===== src/rtl/vend_pkg.sv =====
// Shared types and coin helpers for the multi-item vending controller.
package vend_pkg;

    typedef enum logic [1:0] {
        IDLE   = 2'd0,
        CREDIT = 2'd1,
        VEND   = 2'd2,
        CHANGE = 2'd3
    } state_t;

    localparam logic [1:0] C1   = 2'b00;
    localparam logic [1:0] C5   = 2'b01;
    localparam logic [1:0] C10  = 2'b10;
    localparam logic [1:0] CBAD = 2'b11;

    function automatic logic [3:0] coin_value(input logic [1:0] code);
        case (code)
            C1:      return 4'd1;
            C5:      return 4'd5;
            C10:     return 4'd10;
            default: return 4'd0;
        endcase
    endfunction

    // Greedy change: biggest denomination that does not overpay.
    function automatic logic [1:0] largest_coin(input int unsigned credit_val);
        if (credit_val >= 10)
            return C10;
        else if (credit_val >= 5)
            return C5;
        return C1;
    endfunction

endpackage


===== src/rtl/vend_stock_bank.sv =====
// Per-item stock counters: restock overrides a same-cycle decrement,
// and a decrement never takes an empty counter below zero.
module vend_stock_bank
    import vend_pkg::*;
#(
    parameter int NUM_ITEMS  = 3,
    parameter int STOCK_W    = 4,
    parameter int STOCK_INIT = 8,
    parameter int IDX_W      = 2
) (
    input  logic                 clk,
    input  logic                 rst,
    input  logic                 dec_valid_i,
    input  logic [IDX_W-1:0]     dec_idx_i,
    input  logic                 restock_valid_i,
    input  logic [IDX_W-1:0]     restock_idx_i,
    output logic [NUM_ITEMS-1:0] sold_out_o
);

    logic [STOCK_W-1:0] stock_q [NUM_ITEMS];
    logic [STOCK_W-1:0] stock_d [NUM_ITEMS];

    always_comb begin
        for (int i = 0; i < NUM_ITEMS; i++) begin
            stock_d[i] = stock_q[i];
            if (restock_valid_i && (restock_idx_i == IDX_W'(i)))
                stock_d[i] = STOCK_W'(STOCK_INIT);
            else if (dec_valid_i && (dec_idx_i == IDX_W'(i)) && (stock_q[i] != '0))
                stock_d[i] = stock_q[i] - STOCK_W'(1);
        end
    end

    always_ff @(posedge clk or negedge rst) begin
        if (!rst) begin
            for (int i = 0; i < NUM_ITEMS; i++)
                stock_q[i] <= STOCK_W'(STOCK_INIT);
        end else begin
            for (int i = 0; i < NUM_ITEMS; i++)
                stock_q[i] <= stock_d[i];
        end
    end

    always_comb begin
        sold_out_o = '0;
        for (int i = 0; i < NUM_ITEMS; i++)
            sold_out_o[i] = (stock_q[i] == '0);
    end

endmodule


===== src/rtl/vend_ctrl_multi.sv =====
// Multi-item vending controller: credit accumulation, selection, vend pulse
// and greedy coin-by-coin change over a valid/ready hopper interface.
// IDLE: no credit | CREDIT: accepting coins/selection | VEND: one-cycle dispense | CHANGE: paying out
module vend_ctrl_multi
    import vend_pkg::*;
#(
    parameter int                            NUM_ITEMS  = 3,
    parameter int                            CREDIT_W   = 8,
    parameter logic [NUM_ITEMS*CREDIT_W-1:0] PRICES     = {8'd14, 8'd13, 8'd12},
    parameter int                            MAX_CREDIT = 200,
    parameter int                            STOCK_W    = 4,
    parameter int                            STOCK_INIT = 8,
    localparam int                           IDX_W      = (NUM_ITEMS > 1) ? $clog2(NUM_ITEMS) : 1
) (
    input  logic                 clk,
    input  logic                 rst,
    input  logic                 coin_valid,
    input  logic [1:0]           coin_code,
    input  logic                 sel_valid,
    input  logic [IDX_W-1:0]     sel_idx,
    input  logic                 cancel,
    input  logic                 restock_valid,
    input  logic [IDX_W-1:0]     restock_idx,
    output logic [NUM_ITEMS-1:0] vend,
    output logic                 deny,
    output logic                 coin_rej,
    output logic                 chng_valid,
    output logic [1:0]           chng_code,
    input  logic                 chng_ready,
    output logic [CREDIT_W-1:0]  credit,
    output logic [NUM_ITEMS-1:0] sold_out,
    output logic                 busy
);

    state_t                state_q, state_d;
    logic [CREDIT_W-1:0]   credit_q, credit_d;
    logic [NUM_ITEMS-1:0]  vend_q, vend_d;
    logic                  deny_q, deny_d;
    logic                  coin_rej_q, coin_rej_d;
    logic                  chng_valid_q, chng_valid_d;
    logic [1:0]            chng_code_q, chng_code_d;

    logic [CREDIT_W:0]     coin_sum;
    logic                  coin_ok;
    logic                  sel_hit;
    logic                  sel_avail;
    logic [CREDIT_W-1:0]   sel_price;
    logic [NUM_ITEMS-1:0]  sel_onehot;
    logic                  sel_ok;
    logic                  dec_valid;
    logic [CREDIT_W-1:0]   chng_rem;

    vend_stock_bank #(
        .NUM_ITEMS  (NUM_ITEMS),
        .STOCK_W    (STOCK_W),
        .STOCK_INIT (STOCK_INIT),
        .IDX_W      (IDX_W)
    ) u_stock (
        .clk             (clk),
        .rst             (rst),
        .dec_valid_i     (dec_valid),
        .dec_idx_i       (sel_idx),
        .restock_valid_i (restock_valid),
        .restock_idx_i   (restock_idx),
        .sold_out_o      (sold_out)
    );

    // Out-of-range indices simply never hit, which makes them deniable.
    always_comb begin
        sel_hit    = 1'b0;
        sel_avail  = 1'b0;
        sel_price  = '0;
        sel_onehot = '0;
        for (int i = 0; i < NUM_ITEMS; i++) begin
            if (sel_idx == IDX_W'(i)) begin
                sel_hit       = 1'b1;
                sel_avail     = !sold_out[i];
                sel_price     = PRICES[i*CREDIT_W +: CREDIT_W];
                sel_onehot[i] = 1'b1;
            end
        end
    end

    assign sel_ok   = sel_hit && sel_avail && (credit_q >= sel_price);
    assign coin_sum = {1'b0, credit_q} + (CREDIT_W+1)'(coin_value(coin_code));
    assign coin_ok  = (coin_code != CBAD) && (coin_sum <= (CREDIT_W+1)'(MAX_CREDIT));
    assign chng_rem = credit_q - CREDIT_W'(coin_value(chng_code_q));

    always_comb begin
        state_d      = state_q;
        credit_d     = credit_q;
        vend_d       = '0;
        deny_d       = 1'b0;
        coin_rej_d   = 1'b0;
        chng_valid_d = chng_valid_q;
        chng_code_d  = chng_code_q;
        dec_valid    = 1'b0;

        case (state_q)
            IDLE: begin
                if (cancel || sel_valid) begin
                    deny_d     = sel_valid;
                    coin_rej_d = coin_valid;
                end else if (coin_valid) begin
                    if (coin_ok) begin
                        credit_d = coin_sum[CREDIT_W-1:0];
                        state_d  = CREDIT;
                    end else begin
                        coin_rej_d = 1'b1;
                    end
                end
            end

            CREDIT: begin
                if (cancel) begin
                    deny_d     = sel_valid;
                    coin_rej_d = coin_valid;
                    if (credit_q == '0) begin
                        state_d = IDLE;
                    end else begin
                        state_d      = CHANGE;
                        chng_valid_d = 1'b1;
                        chng_code_d  = largest_coin(32'(credit_q));
                    end
                end else if (sel_valid) begin
                    coin_rej_d = coin_valid;
                    if (sel_ok) begin
                        state_d   = VEND;
                        credit_d  = credit_q - sel_price;
                        vend_d    = sel_onehot;
                        dec_valid = 1'b1;
                    end else begin
                        deny_d = 1'b1;
                    end
                end else if (coin_valid) begin
                    if (coin_ok)
                        credit_d = coin_sum[CREDIT_W-1:0];
                    else
                        coin_rej_d = 1'b1;
                end
            end

            VEND: begin
                deny_d     = sel_valid;
                coin_rej_d = coin_valid;
                if (credit_q != '0) begin
                    state_d      = CHANGE;
                    chng_valid_d = 1'b1;
                    chng_code_d  = largest_coin(32'(credit_q));
                end else begin
                    state_d = IDLE;
                end
            end

            CHANGE: begin
                deny_d     = sel_valid;
                coin_rej_d = coin_valid;
                if (chng_valid_q && chng_ready) begin
                    credit_d = chng_rem;
                    if (chng_rem == '0) begin
                        state_d      = IDLE;
                        chng_valid_d = 1'b0;
                    end else begin
                        chng_code_d = largest_coin(32'(chng_rem));
                    end
                end
            end

            default: state_d = IDLE;
        endcase
    end

    always_ff @(posedge clk or negedge rst) begin
        if (!rst) begin
            state_q      <= IDLE;
            credit_q     <= '0;
            vend_q       <= '0;
            deny_q       <= 1'b0;
            coin_rej_q   <= 1'b0;
            chng_valid_q <= 1'b0;
            chng_code_q  <= C1;
        end else begin
            state_q      <= state_d;
            credit_q     <= credit_d;
            vend_q       <= vend_d;
            deny_q       <= deny_d;
            coin_rej_q   <= coin_rej_d;
            chng_valid_q <= chng_valid_d;
            chng_code_q  <= chng_code_d;
        end
    end

    assign vend       = vend_q;
    assign deny       = deny_q;
    assign coin_rej   = coin_rej_q;
    assign chng_valid = chng_valid_q;
    assign chng_code  = chng_code_q;
    assign credit     = credit_q;
    assign busy       = (state_q == VEND) || (state_q == CHANGE);

endmodule


===== config.mk =====
export PLATFORM = sky130hd
export DESIGN_NAME = vend_ctrl_multi
export DESIGN_NICKNAME = d
export VERILOG_FILES = /design/src/rtl/vend_pkg.sv /design/src/rtl/vend_stock_bank.sv /design/src/rtl/vend_ctrl_multi.sv
export SDC_FILE = /design/constraint.sdc
export NUM_CORES = 1
export LEC_CHECK = 0
export CAP_MARGIN = 20
export CORE_ASPECT_RATIO = 0.6
export CORE_MARGIN = 2
export CORE_UTILIZATION = 30
export CTS_CLUSTER_SIZE = 12
export DETAILED_ROUTE_END_ITERATION = 6
export GPL_TIMING_DRIVEN = 0
export PLACE_DENSITY = 0.49
export RECOVER_POWER = 50
export SKIP_CTS_REPAIR_TIMING = 1
export SYNTH_ARGS = -nofsm -noshare
export SYNTH_HDL_FRONTEND = slang
export SYNTH_HIERARCHICAL = 1
export SYNTH_SLANG_ARGS = --single-unit

===== constraint.sdc =====
create_clock -name clk -period 3.8 [get_ports clk]
set_input_delay 0.57 -clock clk [delete_from_list [all_inputs] [get_ports clk]]
set_output_delay 0.57 -clock clk [all_outputs]
set_load 0.005 [all_outputs]

==> summary.txt <==
Layout
  – Final Util: about two fifths
  – Multi-input gate area: ~2100 um2
  – Share of post-route cells with drive strength above 1: a little over a tenth
  – Final Net Count: 454
  – Fin area: about 3800 um2
  – Filler instances: 1002
  – Fin cells: 556
  – P&R area growth vs syn: 24.3%
  – FF/Latch Area: roughly 750 um2
  – N_diodes: 0

Synth
  – Post-synthesis net count: 409
  – Yosys cell types: 76
  – Main synth FF type: dfrtp_1
  – Yosys warning count: 6
  – Biggest area consumer among synthesized cells: dfrtp_1
  – Cell Area, Synth: 3070 um2
  – Post-synth EDFFs: 0
  – Post-synthesis area per instance: between 8 and 9 um2
  – Register area share after synthesis: about a quarter
  – Yosys top cell area share: around 22%
  – Synth area leaders: dfrtp_1, ha_1, o21ai_0
  – Ys async rst share: 100%
  – Commonest cells post-synth: o21ai_0, a21oi_1, inv_1
  – Post-synthesis cell count: 375
  – Top-count cell post-synth: o21ai_0
  – Yosys reg bits: 30

Clocking
  – Num CTS Buffers: 5
  – Clock Sinks: 30
  – Root buffer cell: clkbuf_16
  – Clock tree buffer depth: 2
  – CTS clock-pin slew for the worst setup and hold paths: 0.06 ns
  – CTS tree: done
  – Htree depth: 2
  – Clk Latency, worst-skew pair: 0.29 ns

Pwr
  – Static Leak: approximately 1.6 nW
  – PD cells: 837 nW/um2
  – VDD IR max: 0.317 mV
  – Total power: 3.20 mW

Floorplan
  – Die Width: 135 um
  – IO Count: 33
  – Die height: slightly above 80 um
  – Starting Density: between 30% and 40%
  – Core area: 9910 um2
  – Die area: approximately 11000 um2
  – Rows: 28

Flow run
  – Max-cap violations: 1

Place
  – Placer Congestion: between 0.8 and 0.9
  – Detail Placement HPWL: around 7400 um
  – Input/output buffers: 32
  – Placed insts: 542
  – DP Area: about 3600 um2
  – Dpl ws: -0.337 ns

Timing
  – Final setup fails: 0
  – Post-route minimum period: around 3.7 ns
  – Layout Skew: between 0.009 and 0.01 ns
  – Fmax: 273 MHz
  – Hold Slack: between 0.5 and 0.6 ns
  – Final worst slack: ~0.14 ns
  – Slew headroom: -17.6%
  – Max Slew Vio Count: 31
  – Final hold violation count: 0
  – Setup TNS: 0 ns
  – Final worst-path cycle share: 96.3%
  – Worst slew pin tran: approximately 1.8 ns

GRT
  – Met1 Usage GRT: 28.1%
  – Vias in the first global route: approximately 2700
  – Initial antenna violation count: 0
  – Met3 Usage GRT: 3.36%
  – Congestion Overflow GR: 0
  – GR Util met2: between 20% and 30%
  – Largest net degree at the start of global routing: 31
  – Total GRT Usage: between 10% and 20%
  – GRT Max-Usage Layer: met1
  – First-pass GRT wire length: roughly 15000 um

Setup path
  – FF-to-FF setup slack: approximately 0.29 ns
  – Crit path max fanout: 10
  – Endpoint class of the critical path: flop
  – Worst r2r path cells: 11
  – CP endpoint: state_q[1]$_DFFE_PN0P_
  – Setup crit start kind: input pin
  – CP startpoint: coin_code[1]
  – RR Startpoint: credit[0]$_DFFE_PN0P_
  – Worst path required time: ~4.0 ns
  – Critical Path AT: between 3 and 4 ns
  – Worst reg2reg endpoint: state_q[1]$_DFFE_PN0P_
  – CP Class: in2reg

Routing
  – DR vias/cell: 5.55
  – Final ANT Viol Nets: 0
  – Via count: 3085
  – WL final: 9540 um
  – 1st-pass router iterations: 4
  – Routed len/inst: approximately 17 um
  – Iter 0 DRT Violations: 276
  – DRC errors left: 0

Run status
  – Failing checks: capacitance limit, slew limit
  – Status: complete, but fails checks

Hold path
  – Worst hold path type: reg2reg
layout make-up:
cell class                      count  area share [%]
Buffer                             16            1.87
Clock buffer                        6            3.63
Clock inverter                      2            1.57
Inverter                           31            3.05
Multi-Input combinational cell    298            56.3
Sequential cell                    30            19.7
Tap cell                          135            4.42
Timing Repair Buffer               38            9.46
critical path, cell delays in order:
cell             delay, ns
clkdlybuf4s50_1       0.46
clkbuf_2              0.20
inv_1                 0.07
ha_1                  0.24
ha_1                  0.27
or3_4                 0.39
a31oi_4               0.27
o31a_1                0.25
o22ai_2               0.16
a22oi_4               0.34
a221o_1               0.26
mux2_1                0.33
registers in the layout (all words and copies together) (netlist names):
name             flops
coin_rej             1
credit               8
chng_valid           1
vend                 3
chng_code            2
state_q              2
deny                 1
u_stock/stock_q     12
cell families after synthesis:
kind of cell / synth area share, %
compound gates: 30.8
xor+xnor: 1.43
fa+ha+maj: 9.04
buf+inv: 6.07
flops: 24.6
mux: 3.18
simple gates: 25.0
placed cells by master (no fill, tap or decap), types with 4 or more instances in the layout:
master and count:
a21oi_1 30, nand3b_1 7, ha_1 19, nand4_1 4, or3_1 10, clkbuf_1 13, o21ai_0 30, nand3_1 12
or4_1 7, clkbuf_16 5, buf_4 6, a21o_1 6, and3_1 4, inv_1 30, dlygate4sd3_1 9, a31oi_1 4
a211oi_1 5, nand2b_1 8, nor3b_1 4, nor2_1 19, o21a_1 5, nand2_1 24, nor3_1 4, o22ai_1 4
dfrtp_1 27, nor2b_1 5, clkdlybuf4s50_1 21
worst min-delay path by stage:
stage	start	to	cells past startpoint
2_1_floorplan	rst	chng_code[0]$_DFFE_PN0P_	0
3_3_place_gp	u_stock/stock_q[3]$_DFFE_PN1P_	u_stock/stock_q[3]$_DFFE_PN1P_	2
3_5_place_dp	u_stock/stock_q[7]$_DFFE_PN1P_	u_stock/stock_q[7]$_DFFE_PN1P_	2
4_1_cts	rst	credit[4]$_DFFE_PN0P_	1
5_1_grt	u_stock/stock_q[7]$_DFFE_PN1P_	u_stock/stock_q[7]$_DFFE_PN1P_	2
6_report	u_stock/stock_q[7]$_DFFE_PN1P_	u_stock/stock_q[7]$_DFFE_PN1P_	2
report_power, final:
| part | switching, mW | internal [mW] |
|---|---|---|
| sequential | 0.115 | 0.421 |
| clock | 0.156 | 0.394 |
| combinational | 1.24 | 0.871 |
| total | 1.51 | 1.69 |
metal layers:
| metal | wire [um] | vias to the layer above |
|---|---|---|
| li1 | - | 1515 |
| met1 | 5350 | 1480 |
| met2 | 3600 | 85 |
| met3 | 557 | 5 |
| met4 | 33 | 0 |
| met5 | 0 | - |
Power figures use the tool's default switching activity.
